File: src/rtl/decode_stage_if.sv
// decode_stage_if: fetch-side and execute-side handshake bundle of the decode
// stage, plus the register-file read port.
//   slave  : view used by decode_stage
//   master : view used by the surrounding fetch / regfile / execute logic
interface decode_stage_if;
  logic        in_valid;
  logic        in_ready;
  logic [31:0] in_instr;
  logic [31:0] in_pc;
  logic [4:0]  rs1_addr;
  logic [4:0]  rs2_addr;
  logic [31:0] rs1_data;
  logic [31:0] rs2_data;
  logic        flush;
  logic        out_valid;
  logic        out_ready;
  logic [5:0]  out_alucode;
  logic [31:0] out_op1;
  logic [31:0] out_op2;
  logic [31:0] out_store_data;
  logic [4:0]  out_rd;
  logic        out_reg_we;
  logic [31:0] out_br_target;
  logic [31:0] out_pc;
  logic        out_illegal;

  modport slave (
    input  in_valid, in_instr, in_pc, rs1_data, rs2_data, flush, out_ready,
    output in_ready, rs1_addr, rs2_addr, out_valid, out_alucode, out_op1,
           out_op2, out_store_data, out_rd, out_reg_we, out_br_target,
           out_pc, out_illegal
  );

  modport master (
    output in_valid, in_instr, in_pc, rs1_data, rs2_data, flush, out_ready,
    input  in_ready, rs1_addr, rs2_addr, out_valid, out_alucode, out_op1,
           out_op2, out_store_data, out_rd, out_reg_we, out_br_target,
           out_pc, out_illegal
  );
endinterface

File: src/rtl/decode_stage.sv
// decode_stage: registered RV32IM decode. Turns one fetched instruction into
// the ALU operand bundle, with a one-bubble load-use interlock and flush from
// execute.
// Ports:
//   clk, rst : clock, synchronous active-high reset
//   bus      : decode_stage_if.slave (fetch in_*, regfile rs*, execute out_*,
//              flush)
module decode_stage #(
  parameter logic [31:0] RESET_PC = 32'h0000_0000
) (
  input  logic          clk,
  input  logic          rst,
  decode_stage_if.slave bus
);
  localparam logic [5:0] ALU_NOP  = 6'd0,  ALU_ADD  = 6'd1,  ALU_SUB   = 6'd2,
                         ALU_SLT  = 6'd3,  ALU_SLTU = 6'd4,  ALU_XOR   = 6'd5,
                         ALU_OR   = 6'd6,  ALU_AND  = 6'd7,  ALU_SLL   = 6'd8,
                         ALU_SRL  = 6'd9,  ALU_SRA  = 6'd10, ALU_LUI   = 6'd11,
                         ALU_JAL  = 6'd12, ALU_JALR = 6'd13, ALU_BEQ   = 6'd14,
                         ALU_BNE  = 6'd15, ALU_BLT  = 6'd16, ALU_BGE   = 6'd17,
                         ALU_BLTU = 6'd18, ALU_BGEU = 6'd19, ALU_MUL   = 6'd20,
                         ALU_LB   = 6'd28, ALU_LH   = 6'd29, ALU_LW    = 6'd30,
                         ALU_LBU  = 6'd31, ALU_LHU  = 6'd32, ALU_SB    = 6'd33,
                         ALU_SH   = 6'd34, ALU_SW   = 6'd35;

  localparam logic [6:0] OPC_LUI = 7'h37, OPC_AUIPC = 7'h17, OPC_JAL = 7'h6f,
                         OPC_JALR = 7'h67, OPC_BR = 7'h63, OPC_LD = 7'h03,
                         OPC_ST = 7'h23, OPC_OPI = 7'h13, OPC_OP = 7'h33,
                         OPC_FENCE = 7'h0f, OPC_SYS = 7'h73;

  typedef struct packed {
    logic [5:0]  alucode;
    logic [31:0] op1;
    logic [31:0] op2;
    logic [31:0] store_data;
    logic [4:0]  rd;
    logic        reg_we;
    logic [31:0] br_target;
    logic [31:0] pc;
    logic        illegal;
    logic        is_load;   // kept for the load-use check on the next instr
  } bundle_t;

  logic [31:0] ins, pc, r1v, r2v;
  logic [6:0]  opc, f7;
  logic [2:0]  f3;
  logic [4:0]  rd, rs1, rs2;
  logic [31:0] imm_i, imm_s, imm_b, imm_u, imm_j;

  assign ins   = bus.in_instr;
  assign pc    = bus.in_pc;
  assign r1v   = bus.rs1_data;
  assign r2v   = bus.rs2_data;
  assign opc   = ins[6:0];
  assign rd    = ins[11:7];
  assign f3    = ins[14:12];
  assign rs1   = ins[19:15];
  assign rs2   = ins[24:20];
  assign f7    = ins[31:25];
  assign imm_i = {{20{ins[31]}}, ins[31:20]};
  assign imm_s = {{20{ins[31]}}, ins[31:25], ins[11:7]};
  assign imm_b = {{19{ins[31]}}, ins[31], ins[7], ins[30:25], ins[11:8], 1'b0};
  assign imm_u = {ins[31:12], 12'b0};
  assign imm_j = {{11{ins[31]}}, ins[31], ins[19:12], ins[20], ins[30:21], 1'b0};

  assign bus.rs1_addr = rs1;
  assign bus.rs2_addr = rs2;

  // ---------------- combinational decode ----------------
  bundle_t dec;
  logic    use_rs1, use_rs2, wr_rd, ill;

  always_comb begin
    dec         = '0;
    dec.alucode = ALU_NOP;
    dec.pc      = pc;
    use_rs1     = 1'b0;
    use_rs2     = 1'b0;
    wr_rd       = 1'b0;
    ill         = 1'b0;
    case (opc)
      OPC_LUI: begin
        dec.alucode = ALU_LUI;
        dec.op2     = imm_u;
        wr_rd       = 1'b1;
      end
      OPC_AUIPC: begin
        dec.alucode = ALU_ADD;
        dec.op1     = pc;
        dec.op2     = imm_u;
        wr_rd       = 1'b1;
      end
      OPC_JAL: begin
        dec.alucode   = ALU_JAL;
        dec.op2       = pc;
        dec.br_target = pc + imm_j;
        wr_rd         = 1'b1;
      end
      OPC_JALR: begin
        dec.alucode   = ALU_JALR;
        dec.op1       = r1v;
        dec.op2       = pc;
        dec.br_target = (r1v + imm_i) & 32'hFFFF_FFFE;
        use_rs1       = 1'b1;
        wr_rd         = 1'b1;
        ill           = (f3 != 3'b000);
      end
      OPC_BR: begin
        dec.op1       = r1v;
        dec.op2       = r2v;
        dec.br_target = pc + imm_b;
        use_rs1       = 1'b1;
        use_rs2       = 1'b1;
        case (f3)
          3'b000:  dec.alucode = ALU_BEQ;
          3'b001:  dec.alucode = ALU_BNE;
          3'b100:  dec.alucode = ALU_BLT;
          3'b101:  dec.alucode = ALU_BGE;
          3'b110:  dec.alucode = ALU_BLTU;
          3'b111:  dec.alucode = ALU_BGEU;
          default: ill = 1'b1;
        endcase
      end
      OPC_LD: begin
        dec.op1     = r1v;
        dec.op2     = imm_i;
        dec.is_load = 1'b1;
        use_rs1     = 1'b1;
        wr_rd       = 1'b1;
        case (f3)
          3'b000:  dec.alucode = ALU_LB;
          3'b001:  dec.alucode = ALU_LH;
          3'b010:  dec.alucode = ALU_LW;
          3'b100:  dec.alucode = ALU_LBU;
          3'b101:  dec.alucode = ALU_LHU;
          default: ill = 1'b1;
        endcase
      end
      OPC_ST: begin
        dec.op1        = r1v;
        dec.op2        = imm_s;
        dec.store_data = r2v;
        use_rs1        = 1'b1;
        use_rs2        = 1'b1;
        case (f3)
          3'b000:  dec.alucode = ALU_SB;
          3'b001:  dec.alucode = ALU_SH;
          3'b010:  dec.alucode = ALU_SW;
          default: ill = 1'b1;
        endcase
      end
      OPC_OPI: begin
        dec.op1 = r1v;
        dec.op2 = imm_i;
        use_rs1 = 1'b1;
        wr_rd   = 1'b1;
        case (f3)
          3'b000: dec.alucode = ALU_ADD;
          3'b010: dec.alucode = ALU_SLT;
          3'b011: dec.alucode = ALU_SLTU;
          3'b100: dec.alucode = ALU_XOR;
          3'b110: dec.alucode = ALU_OR;
          3'b111: dec.alucode = ALU_AND;
          3'b001: begin
            dec.op2     = {27'b0, ins[24:20]};
            dec.alucode = ALU_SLL;
            ill         = (f7 != 7'h00);
          end
          default: begin  // 3'b101
            dec.op2 = {27'b0, ins[24:20]};
            if (f7 == 7'h00)      dec.alucode = ALU_SRL;
            else if (f7 == 7'h20) dec.alucode = ALU_SRA;
            else                  ill = 1'b1;
          end
        endcase
      end
      OPC_OP: begin
        dec.op1 = r1v;
        dec.op2 = r2v;
        use_rs1 = 1'b1;
        use_rs2 = 1'b1;
        wr_rd   = 1'b1;
        case (f7)
          7'h00: begin
            case (f3)
              3'b000:  dec.alucode = ALU_ADD;
              3'b001:  dec.alucode = ALU_SLL;
              3'b010:  dec.alucode = ALU_SLT;
              3'b011:  dec.alucode = ALU_SLTU;
              3'b100:  dec.alucode = ALU_XOR;
              3'b101:  dec.alucode = ALU_SRL;
              3'b110:  dec.alucode = ALU_OR;
              default: dec.alucode = ALU_AND;
            endcase
          end
          7'h20: begin
            if (f3 == 3'b000)      dec.alucode = ALU_SUB;
            else if (f3 == 3'b101) dec.alucode = ALU_SRA;
            else                   ill = 1'b1;
          end
          // M extension codes are laid out in funct3 order
          7'h01:   dec.alucode = ALU_MUL + {3'b0, f3};
          default: ill = 1'b1;
        endcase
      end
      OPC_FENCE: ill = (f3 != 3'b000);
      // only ECALL / EBREAK are accepted; CSR and xRET forms trap
      OPC_SYS:   ill = !(ins[31:7] == 25'h0 || ins[31:7] == 25'h0002000);
      default:   ill = 1'b1;
    endcase

    if (ill) begin
      dec         = '0;
      dec.alucode = ALU_NOP;
      dec.pc      = pc;
      dec.illegal = 1'b1;
      use_rs1     = 1'b0;
      use_rs2     = 1'b0;
    end else if (wr_rd) begin
      dec.rd     = rd;
      dec.reg_we = (rd != 5'd0);
    end
  end

  // ---------------- pipeline register control ----------------
  bundle_t bun_d, bun_q;
  logic    valid_d, valid_q;
  logic    adv, hazard;

  assign adv = !valid_q || bus.out_ready;

  // The load in the register leaves this cycle, but its data is not yet
  // available to a consumer being decoded now: insert one bubble.
  assign hazard = valid_q && bus.out_ready && bun_q.is_load && (bun_q.rd != 5'd0)
               && bus.in_valid
               && ((use_rs1 && rs1 == bun_q.rd) || (use_rs2 && rs2 == bun_q.rd));

  assign bus.in_ready = bus.flush || (adv && !hazard);

  always_comb begin
    valid_d = valid_q;
    bun_d   = bun_q;
    if (bus.flush) begin
      valid_d = 1'b0;       // presented instr is consumed and dropped
    end else if (adv) begin
      valid_d = bus.in_valid && !hazard;
      if (bus.in_valid && !hazard) bun_d = dec;
    end
  end

  always_ff @(posedge clk) begin
    if (rst) begin
      valid_q       <= 1'b0;
      bun_q         <= '0;
      bun_q.alucode <= ALU_NOP;
      bun_q.pc      <= RESET_PC;
    end else begin
      valid_q <= valid_d;
      bun_q   <= bun_d;
    end
  end

  assign bus.out_valid      = valid_q;
  assign bus.out_alucode    = bun_q.alucode;
  assign bus.out_op1        = bun_q.op1;
  assign bus.out_op2        = bun_q.op2;
  assign bus.out_store_data = bun_q.store_data;
  assign bus.out_rd         = bun_q.rd;
  assign bus.out_reg_we     = bun_q.reg_we;
  assign bus.out_br_target  = bun_q.br_target;
  assign bus.out_pc         = bun_q.pc;
  assign bus.out_illegal    = bun_q.illegal;
endmodule

File: src/flat_wrapper.sv
// flat-port wrapper written by rule: the top's interface ports become plain ports
module decode_stage_flat 
#(
  parameter logic [31:0] RESET_PC = 32'h0000_0000
)
  (clk, rst, bus_in_valid, bus_in_instr, bus_in_pc, bus_rs1_data, bus_rs2_data, bus_flush, bus_out_ready, bus_in_ready, bus_rs1_addr, bus_rs2_addr, bus_out_valid, bus_out_alucode, bus_out_op1, bus_out_op2, bus_out_store_data, bus_out_rd, bus_out_reg_we, bus_out_br_target, bus_out_pc, bus_out_illegal);
  decode_stage_if bus_i ();
  input  logic clk;
  input  logic rst;
  input wire logic [$bits(bus_i.in_valid)-1:0] bus_in_valid;
  input wire logic [$bits(bus_i.in_instr)-1:0] bus_in_instr;
  input wire logic [$bits(bus_i.in_pc)-1:0] bus_in_pc;
  input wire logic [$bits(bus_i.rs1_data)-1:0] bus_rs1_data;
  input wire logic [$bits(bus_i.rs2_data)-1:0] bus_rs2_data;
  input wire logic [$bits(bus_i.flush)-1:0] bus_flush;
  input wire logic [$bits(bus_i.out_ready)-1:0] bus_out_ready;
  output wire logic [$bits(bus_i.in_ready)-1:0] bus_in_ready;
  output wire logic [$bits(bus_i.rs1_addr)-1:0] bus_rs1_addr;
  output wire logic [$bits(bus_i.rs2_addr)-1:0] bus_rs2_addr;
  output wire logic [$bits(bus_i.out_valid)-1:0] bus_out_valid;
  output wire logic [$bits(bus_i.out_alucode)-1:0] bus_out_alucode;
  output wire logic [$bits(bus_i.out_op1)-1:0] bus_out_op1;
  output wire logic [$bits(bus_i.out_op2)-1:0] bus_out_op2;
  output wire logic [$bits(bus_i.out_store_data)-1:0] bus_out_store_data;
  output wire logic [$bits(bus_i.out_rd)-1:0] bus_out_rd;
  output wire logic [$bits(bus_i.out_reg_we)-1:0] bus_out_reg_we;
  output wire logic [$bits(bus_i.out_br_target)-1:0] bus_out_br_target;
  output wire logic [$bits(bus_i.out_pc)-1:0] bus_out_pc;
  output wire logic [$bits(bus_i.out_illegal)-1:0] bus_out_illegal;
  assign bus_i.in_valid = bus_in_valid;
  assign bus_i.in_instr = bus_in_instr;
  assign bus_i.in_pc = bus_in_pc;
  assign bus_i.rs1_data = bus_rs1_data;
  assign bus_i.rs2_data = bus_rs2_data;
  assign bus_i.flush = bus_flush;
  assign bus_i.out_ready = bus_out_ready;
  assign bus_in_ready = bus_i.in_ready;
  assign bus_rs1_addr = bus_i.rs1_addr;
  assign bus_rs2_addr = bus_i.rs2_addr;
  assign bus_out_valid = bus_i.out_valid;
  assign bus_out_alucode = bus_i.out_alucode;
  assign bus_out_op1 = bus_i.out_op1;
  assign bus_out_op2 = bus_i.out_op2;
  assign bus_out_store_data = bus_i.out_store_data;
  assign bus_out_rd = bus_i.out_rd;
  assign bus_out_reg_we = bus_i.out_reg_we;
  assign bus_out_br_target = bus_i.out_br_target;
  assign bus_out_pc = bus_i.out_pc;
  assign bus_out_illegal = bus_i.out_illegal;
  decode_stage #(.RESET_PC(RESET_PC)) u_core (.clk(clk), .rst(rst), .bus(bus_i));
endmodule
File: config.mk
export PLATFORM = sky130hd
export DESIGN_NAME = decode_stage_flat
export DESIGN_NICKNAME = d
export VERILOG_FILES = /design/src/rtl/decode_stage_if.sv /design/src/rtl/decode_stage.sv /design/src/flat_wrapper.sv
export SDC_FILE = /design/constraint.sdc
export NUM_CORES = 1
export LEC_CHECK = 0
export CORE_ASPECT_RATIO = 0.6
export CORE_MARGIN = 10
export CORE_UTILIZATION = 55
export DETAILED_ROUTE_END_ITERATION = 7
export PLACE_DENSITY = 0.92
export SLEW_MARGIN = 20
export SYNTH_ARGS = -nofsm -noshare
export SYNTH_HDL_FRONTEND = slang
export SYNTH_SLANG_ARGS = --single-unit
File: constraint.sdc
create_clock -name clk -period 12.1 [get_ports clk]
set_input_delay 1.21 -clock clk [delete_from_list [all_inputs] [get_ports clk]]
set_output_delay 1.21 -clock clk [all_outputs]
set_load 0.01 [all_outputs]
==> summary.md, run 1 <==
| Metric | Value |
|---|---|
| I/O pin count | roughly 320 |
| Post-cts repair resize count | 0 |
| First-pass GRT wire length | ~73000 um |
| Vias in the first global route | about 12000 |
| Setup WS pre-CTS | ~5400 ps |
| Router iterations before antenna repair | 8 |
| Synthesized net count | 1853 |
| FFs w/ async S/R, synth | 0% |
| Die Width | approximately 220 um |
| Num CTS Buffers | 17 |
| Hold_buf cts | 0 |
| Flop2flop setup slack | 8460 ps |
| Initial Util | 56.8% |
| Layout cells sized above 1 | under 10% |
| All-Layer GR Usage | between 30% and 40% |
| Critical R2R Capture | u_core.bus.out_br_target[19] |
| DIE AREA | roughly 30000 um^2 |
| Max-cap viol count | 0 |
| CTS Root Cell | clkbuf_16 |
| F_max | 150 MHz |
| Crit path kind | in -> out |
| Synth unique cells | 70 |
| Core Region | roughly 22000 um^2 |
| Setup crit end kind | primary output |
| CTS tree | done |
| Worst path required time | between 10000 and 15000 ps |
| Worst Hold Class | reg -> reg |
| CTS clk-pin slew, worst paths | 70 ps |
| Tcrit/Tclk final | approximately 55% |
| # port buffers | ~320 |
| Routability Congestion | between 0.9 and 1 |
| Synth Area per Inst | 7.69 um^2 |
| Fin worst setup slack | between 5000 and 6000 ps |
| Row Count | 42 |
| Largest net degree at the start of global routing | approximately 120 |
| Vias | 13195 |
| Maximum root-to-sink buffer count | 2 |
| CP startpoint kind | primary input |
| Synth Warn # | 0 |
| DR WL/cell | 24.0 um |
| Max-slew violation count | 0 |
| Die H | about 140 um |
| Nets | between 1500 and 2000 |
| H-tree levels | 4 |
| Clock Sinks | 175 |
| Peak supply drop | roughly 0.11 mV |
| Setup Total Neg Slack | 0 ps |
| Failing checks | DRC |
| Clock Skews | about 12 ps |
| Outcome | complete, but fails checks |
| Hpwl dp | around 36000 um |
| Crit path arrival time | about 5500 ps |
| Remaining DRCs | 2 |
| # Post-CTS Setup Buffers | 0 |
| PwrDens | between 90 and 100 nW/um^2 |
| Initial antenna violation count | 0 |
| Tightest Pin Transition | ~950 ps |
| Crit Path Max Fanout | a little under 50 |
| Unrepaired setup endpoints after global routing | no |
| Final Hold Fails | 0 |
| Mapped Cells | around 1700 |
| N_diodes | 0 |
| Register area share after synthesis | between 20 and 30% |
| Drt total wl | 48900 um |
| Yosys reg bits | between 150 and 200 |
| Worst-case reg-to-reg path depth | 11 |
| Relative slew slack | 36.1% |
| DR iter-0 viols | about 2000 |
| Final min period | 6690 ps |
| Post-DRT Antenna Nets | 0 |
| P_leak | 5.40 nW |
| Area grow syn2layout | 19.0% |
| Ys flop type | dfxtp_1 |
| Crit path to | bus_in_ready |
| Reg2reg start | u_core.bus.out_rd[1] |
| Clk_lat worst skew | 460 ps |
| Vias per cell | 6.47 |
| Grt total ovfl | 0 |
| Mapped cell area | approximately 13000 um^2 |
| Setup violators final | 0 |
| CP startpoint | bus_in_instr[14] |
| EDFF count, synth | 0 |
==> worst min-delay path by stage <==
stage / start / to / cells after the start
floorplan: u_core.bus.out_br_target[21] / u_core.bus.out_br_target[21] / 2
global route: u_core.bus.out_store_data[0] / u_core.bus.out_store_data[0] / 2
detailed placement: u_core.bus.out_store_data[16] / u_core.bus.out_store_data[16] / 2
global placement: u_core.bus.out_store_data[16] / u_core.bus.out_store_data[16] / 2
CTS: u_core.bus.out_store_data[16] / u_core.bus.out_store_data[16] / 2
finish: u_core.bus.out_store_data[0] / u_core.bus.out_store_data[0] / 2
==> logic make-up (layout without fill, tap and decap cells) <==
logic type                 after synthesis  after routing  share of synthesized area [%]
adders and majority gates               70             70                           7.02
muxes                                    3              3                          0.237
and+or+nand+nor                        528            528                           19.3
DFF                                    175            175                           27.6
xor gates and xnor gates                64             64                           4.42
AOI/OAI and AO/OA                      513            513                           26.1
buffers and inverters                  297            379                           15.3
==> power by group <==
group | switching (mW) | internal [mW]
combinational | 0.212 | 0.142
sequential | 0.00314 | 0.581
clock | 0.278 | 0.289
total | 0.493 | 1.01
==> layout by cell type (no fill, tap or decap), types with 5 or more instances in the layout <==
cell type,count
clkdlybuf4s50_1,316
and2_1,7
dfxtp_1,175
nand2b_1,10
a21o_1,45
or3_1,8
ha_1,68
nor4_1,8
xnor2_1,35
o21ai_0,39
o21bai_1,6
nor2_1,131
clkbuf_16,17
nand2_1,182
nor3_1,64
nand3_1,53
nor2b_1,11
a211oi_1,42
inv_1,17
a31oi_1,16
o21ai_1,5
a22oi_1,59
inv_6,5
nand4_1,15
a222oi_1,31
and3_1,8
buf_4,13
xor2_1,29
a21oi_1,210
o22ai_1,9
==> synthesized netlist by cell type, types with 15 or more instances <==
| master | n | area (um^2) |
|---|---|---|
| nand4_1 | 15 | 93.8 |
| a21oi_1 | 211 | 1060 |
| o21ai_0 | 39 | 195 |
| nand2_1 | 183 | 687 |
| a222oi_1 | 31 | 310 |
| a211oi_1 | 42 | 315 |
| xnor2_1 | 35 | 307 |
| dfxtp_1 | 175 | 3500 |
| a21o_1 | 45 | 338 |
| nand3_1 | 53 | 265 |
| inv_1 | 17 | 63.8 |
| a22oi_1 | 59 | 443 |
| xor2_1 | 29 | 254 |
| nor2_1 | 133 | 499 |
| clkbuf_1 | 61 | 229 |
| nor3_1 | 66 | 330 |
| a31oi_1 | 16 | 100 |
| ha_1 | 68 | 851 |
| buf_4 | 195 | 1460 |
==> through the flow <==
step / power (mW) / hold slack, ps / utilization, % / instance area [um^2] / std cells
after floorplan: 0.810 / 426 / - / 12700 / 1650
after global placement: 0.930 / 436 / 64.9 / 14500 / 2008
after detailed placement: 0.935 / 442 / 64.9 / 14500 / 2008
after CTS: 1.49 / 452 / 67.5 / 15100 / 2040
after global routing: 1.55 / 467 / 67.6 / 15100 / 2040
final: 1.50 / 452 / 67.6 / 15100 / 2040
==> metal layers <==
layer	track usage (%)	up-vias	part of all wire, %
li1	-	5939	-
met1	41.4	6221	40
met2	46.3	946	43
met3	11.3	89	15
met4	8.04	0	2.1
met5	0	-	0
==> worst max-delay path: stages <==
cell             delay (ps)
clkdlybuf4s50_1         860
inv_1                   410
ha_1                    230
nor4b_1                 240
nand2_1                  90
nor4_1                  170
a31oi_1                 160
nand4bb_4               860
or2_1                   560
a21o_1                  190
clkdlybuf4s50_1         480
==> state kept, by name, summed over array words and instances (netlist names) <==
name                       flops
u_core.bus.out_br_target      32
u_core.bus.out_op1            32
u_core.bus.out_op2            32
u_core.bus.out_pc             32
u_core.bus.out_store_data     32
u_core.bus.out_alucode         6
u_core.bus.out_rd              5
u_core.bun_q                   1
u_core.bus.out_illegal         1
u_core.bus.out_reg_we          1
u_core.bus.out_valid           1
==> layout make-up <==
| cell class | count | area, um^2 |
|---|---|---|
| fill | 1826 | 7250 |
| timing repair buffer | 330 | 3270 |
| tap | 308 | 385 |
| clock buffer | 20 | 467 |
| multi-input combinational | 1178 | 7280 |
| inverter | 17 | 63.8 |
| clock inverter | 12 | 113 |
| sequential | 175 | 3500 |
Note: power is estimated with default switching activity, not from simulation.
==> inputs of run 2 (changes only) <==
CORE_UTILIZATION = 51   (was 55)
PLACE_DENSITY = 0.86   (was 0.92)
clock period = 6.2 ns   (was 12.1 ns; I/O delays follow)
==> run 2 against run 1 <==
  * The flow still finishes with violations (DRC)
  * Design area up 0.80%
  * First-iteration DRC count fell by 15%
  * Worst hold slack got worse by 0.85 ps
  * Die area rose by 6.9%
  * Sequential share of layout area fell by 0.19 points
  * Global-route usage fell by 1.5 points
  * Sequential power increased by 95%
  * Sequential cell count did not move
  * Largest cell class unchanged
  * Utilization down 5.1 points
==> summary.md, run 2 (same netlist as run 1, synthesis figures left out) <==
| Metric | Value |
|---|---|
| DIE AREA | between 30000 and 40000 um^2 |
| PwrDens | 193 nW/um^2 |
| Initial Util | 52.1% |
| First-pass GRT wire length | about 74000 um |
| Max-slew violation count | 0 |
| Internal Power | around 2 mW |
| Relative slew slack | roughly 29% |
| Router iterations before antenna repair | 8 |
| Crit path arrival time | 5530 ps |
| Met1 Track Usage GR | about two fifths |
| Routability Congestion | roughly 1.0 |
| Nets | around 1900 |
| Final Util | a little over three fifths |
| Most frequent cells in the layout | 316 x clkdlybuf4s50_1, 210 x a21oi_1, 182 x nand2_1 |
| Tightest Pin Transition | around 1100 ps |
| Hpwl dp | roughly 37000 um |
| Max-cap viol count | 0 |
| Layout cells sized above 1 | 4.76% |
| F_max | just under 200 MHz |
| Hold_buf cts | 0 |
| Top Usage Layer GRT | met2 |
| Peak supply drop | 0.201 mV |
| P_leak | 5.46 nW |
| I/O pin count | between 300 and 400 |
| Clk pwr share | between 30 and 40% |
| Drt total wl | 49600 um |
| Remaining DRCs | 4 |
| Placed Area | roughly 15000 um^2 |
| H-tree levels | 4 |
| Hold Path Depth | 2 |
| Vias | around 13000 |
| Worst Hold Class | reg -> reg |
| Setup Total Neg Slack | 0 ps |
| Cell area after layout | 15200 um^2 |
| CTS Root Cell | clkbuf_16 |
| Worst path slowest cell | clkdlybuf4s50_1 |
| M3 GR Usage | 9.79% |
| Setup crit end kind | register |
| Outcome | complete, but fails checks |
| DR WL/cell | 24.0 um |
| CTS tree | done |
| Switch share | 33.2% |
| Largest net degree at the start of global routing | 85 |
| Grt total ovfl | 0 |
| CTS clk-pin slew, worst paths | roughly 80 ps |
| Critical Path Stages | 18 |
| Post-cts repair resize count | 0 |
| Sequential fraction of design power | approximately 39% |
| Crit path kind | in -> reg |
| Flop2flop setup slack | approximately 3100 ps |
| Critical R2R Capture | u_core.bus.out_reg_we |
| Crit path max-delay family | simple AND/OR/NAND/NOR gates |
| # port buffers | between 300 and 400 |
| Unrepaired setup endpoints after global routing | no |
| Final min period | between 5000 and 6000 ps |
| Core Region | 24300 um^2 |
| Vias per cell | approximately 6.3 |
| Initial antenna violation count | 1 |
| Max incr delay on CP | about 590 ps |
| Num CTS Buffers | 17 |
| Worst path required time | 6600 ps |
| Crit Path Max Fanout | 10 |
| Grt met2 use | a little over two fifths |
| Hold EP | u_core.bus.out_store_data[31] |
| Area grow syn2layout | 19.9% |
| Setup violators final | 0 |
| Tcrit/Tclk final | between 80 and 90% |
| Die Width | between 200 and 250 um |
| Failing checks | DRC |
| All-Layer GR Usage | ~30% |
| Maximum root-to-sink buffer count | 2 |
| Crit-path cells | clkdlybuf4s50_1, nand4bb_1, nor3_1, nand2_1, nand2_1, ha_1, inv_1, fa_1, nor2b_1, o31a_1, a211oi_1, o31ai_1, nand4_1, a31o_2, o21ai_0, a31oi_1, or4_1, nand3_1 |
| # Post-CTS Setup Buffers | 0 |
| Die H | approximately 140 um |
| Commonest non-fill, non-tap cell in the layout | clkdlybuf4s50_1 |
| Worst-case reg-to-reg path depth | 10 |
| Post-DRT Antenna Nets | 0 |
| Critical path buffers and inverters | 2 |
| Clk_lat worst skew | around 450 ps |
| Reg2reg start | u_core.bus.out_rd[1] |
| Most frequent CP cell | nand2_1 |
| Final Hold Fails | 0 |
| DR iter-0 viols | 1698 |
| Combinational Power Share | roughly a quarter |
| Vias in the first global route | roughly 12000 |
| Clock Sinks | about 180 |
| CP startpoint kind | primary input |
| Hold Startpoint | u_core.bus.out_store_data[31] |
| Row Count | 44 |
| Clock Skews | 15.0 ps |
| Net Switching | roughly 1000 uW |
[run 2: changes by cell type in the layout (fill, tap and decap cells not counted), moves of 2 or more]
cell	change
clkinv_8	+2
clkbuf_8	-2
buf_4	+9
inv_6	-3
buf_12	+2
clkinv_4	+2
[run 2: worst reg2reg max path: cells and delay by family (launching register included)]
family / cells / cell delay [ps]
xor gates and xnor gates: 1 / 180
and+or+nand+nor: 6 / 1760
DFF: 1 / 460
AOI/OAI and AO/OA: 3 / 590
[run 2: power groups by stage]
| stage | Sequential, mW | Clock (mW) | Combinational [mW] |
|---|---|---|---|
| CTS | 1.14 | 1.10 | 0.678 |
| global placement | 1.17 | 0 | 0.667 |
| detailed placement | 1.17 | 0 | 0.673 |
| finish | 1.14 | 1.10 | 0.698 |
| floorplan | 1.16 | 0 | 0.416 |
| global route | 1.14 | 1.14 | 0.746 |
[run 2: layer usage]
| metal | vias up | wire length, um |
|---|---|---|
| met1 | 6193 | 21200 |
| met3 | 74 | 6560 |
| li1 | 5977 | - |
| met2 | 789 | 21000 |
| met5 | - | 0 |
| met4 | 0 | 830 |
[run 2: final cells by class]
type / count / area (um^2)
fill: 2104 / 9120
multi-input combinational: 1178 / 7280
sequential: 175 / 3500
timing repair buffer: 340 / 3370
clock buffer: 18 / 439
tap: 322 / 403
clock inverter: 14 / 145
inverter: 17 / 63.8
antenna: 1 / 2.50
[run 2: worst max path at each step]
stage,end,startpoint,slack [ps]
detailed placement,u_core.bus.out_br_target[31],bus_in_instr[3],670
global placement,u_core.bus.out_br_target[31],bus_in_instr[3],760
CTS,u_core.bus.out_br_target[29],bus_in_instr[3],1160
finish,u_core.bus.out_br_target[29],bus_in_instr[3],1070
floorplan,u_core.bus.out_br_target[31],bus_in_instr[3],1690
global route,u_core.bus.out_br_target[31],bus_in_instr[3],520
[run 2: metrics by stage]
step                total power, mW  setup slack (ps)  hold WS [ps]  std cells
finish                         2.94              1070           451       2065
CTS                            2.92              1160           453       2064
global route                   3.03               522           474       2065
global placement               1.83               758           437       2032
floorplan                      1.58              1690           426       1650
detailed placement             1.84               667           443       2032
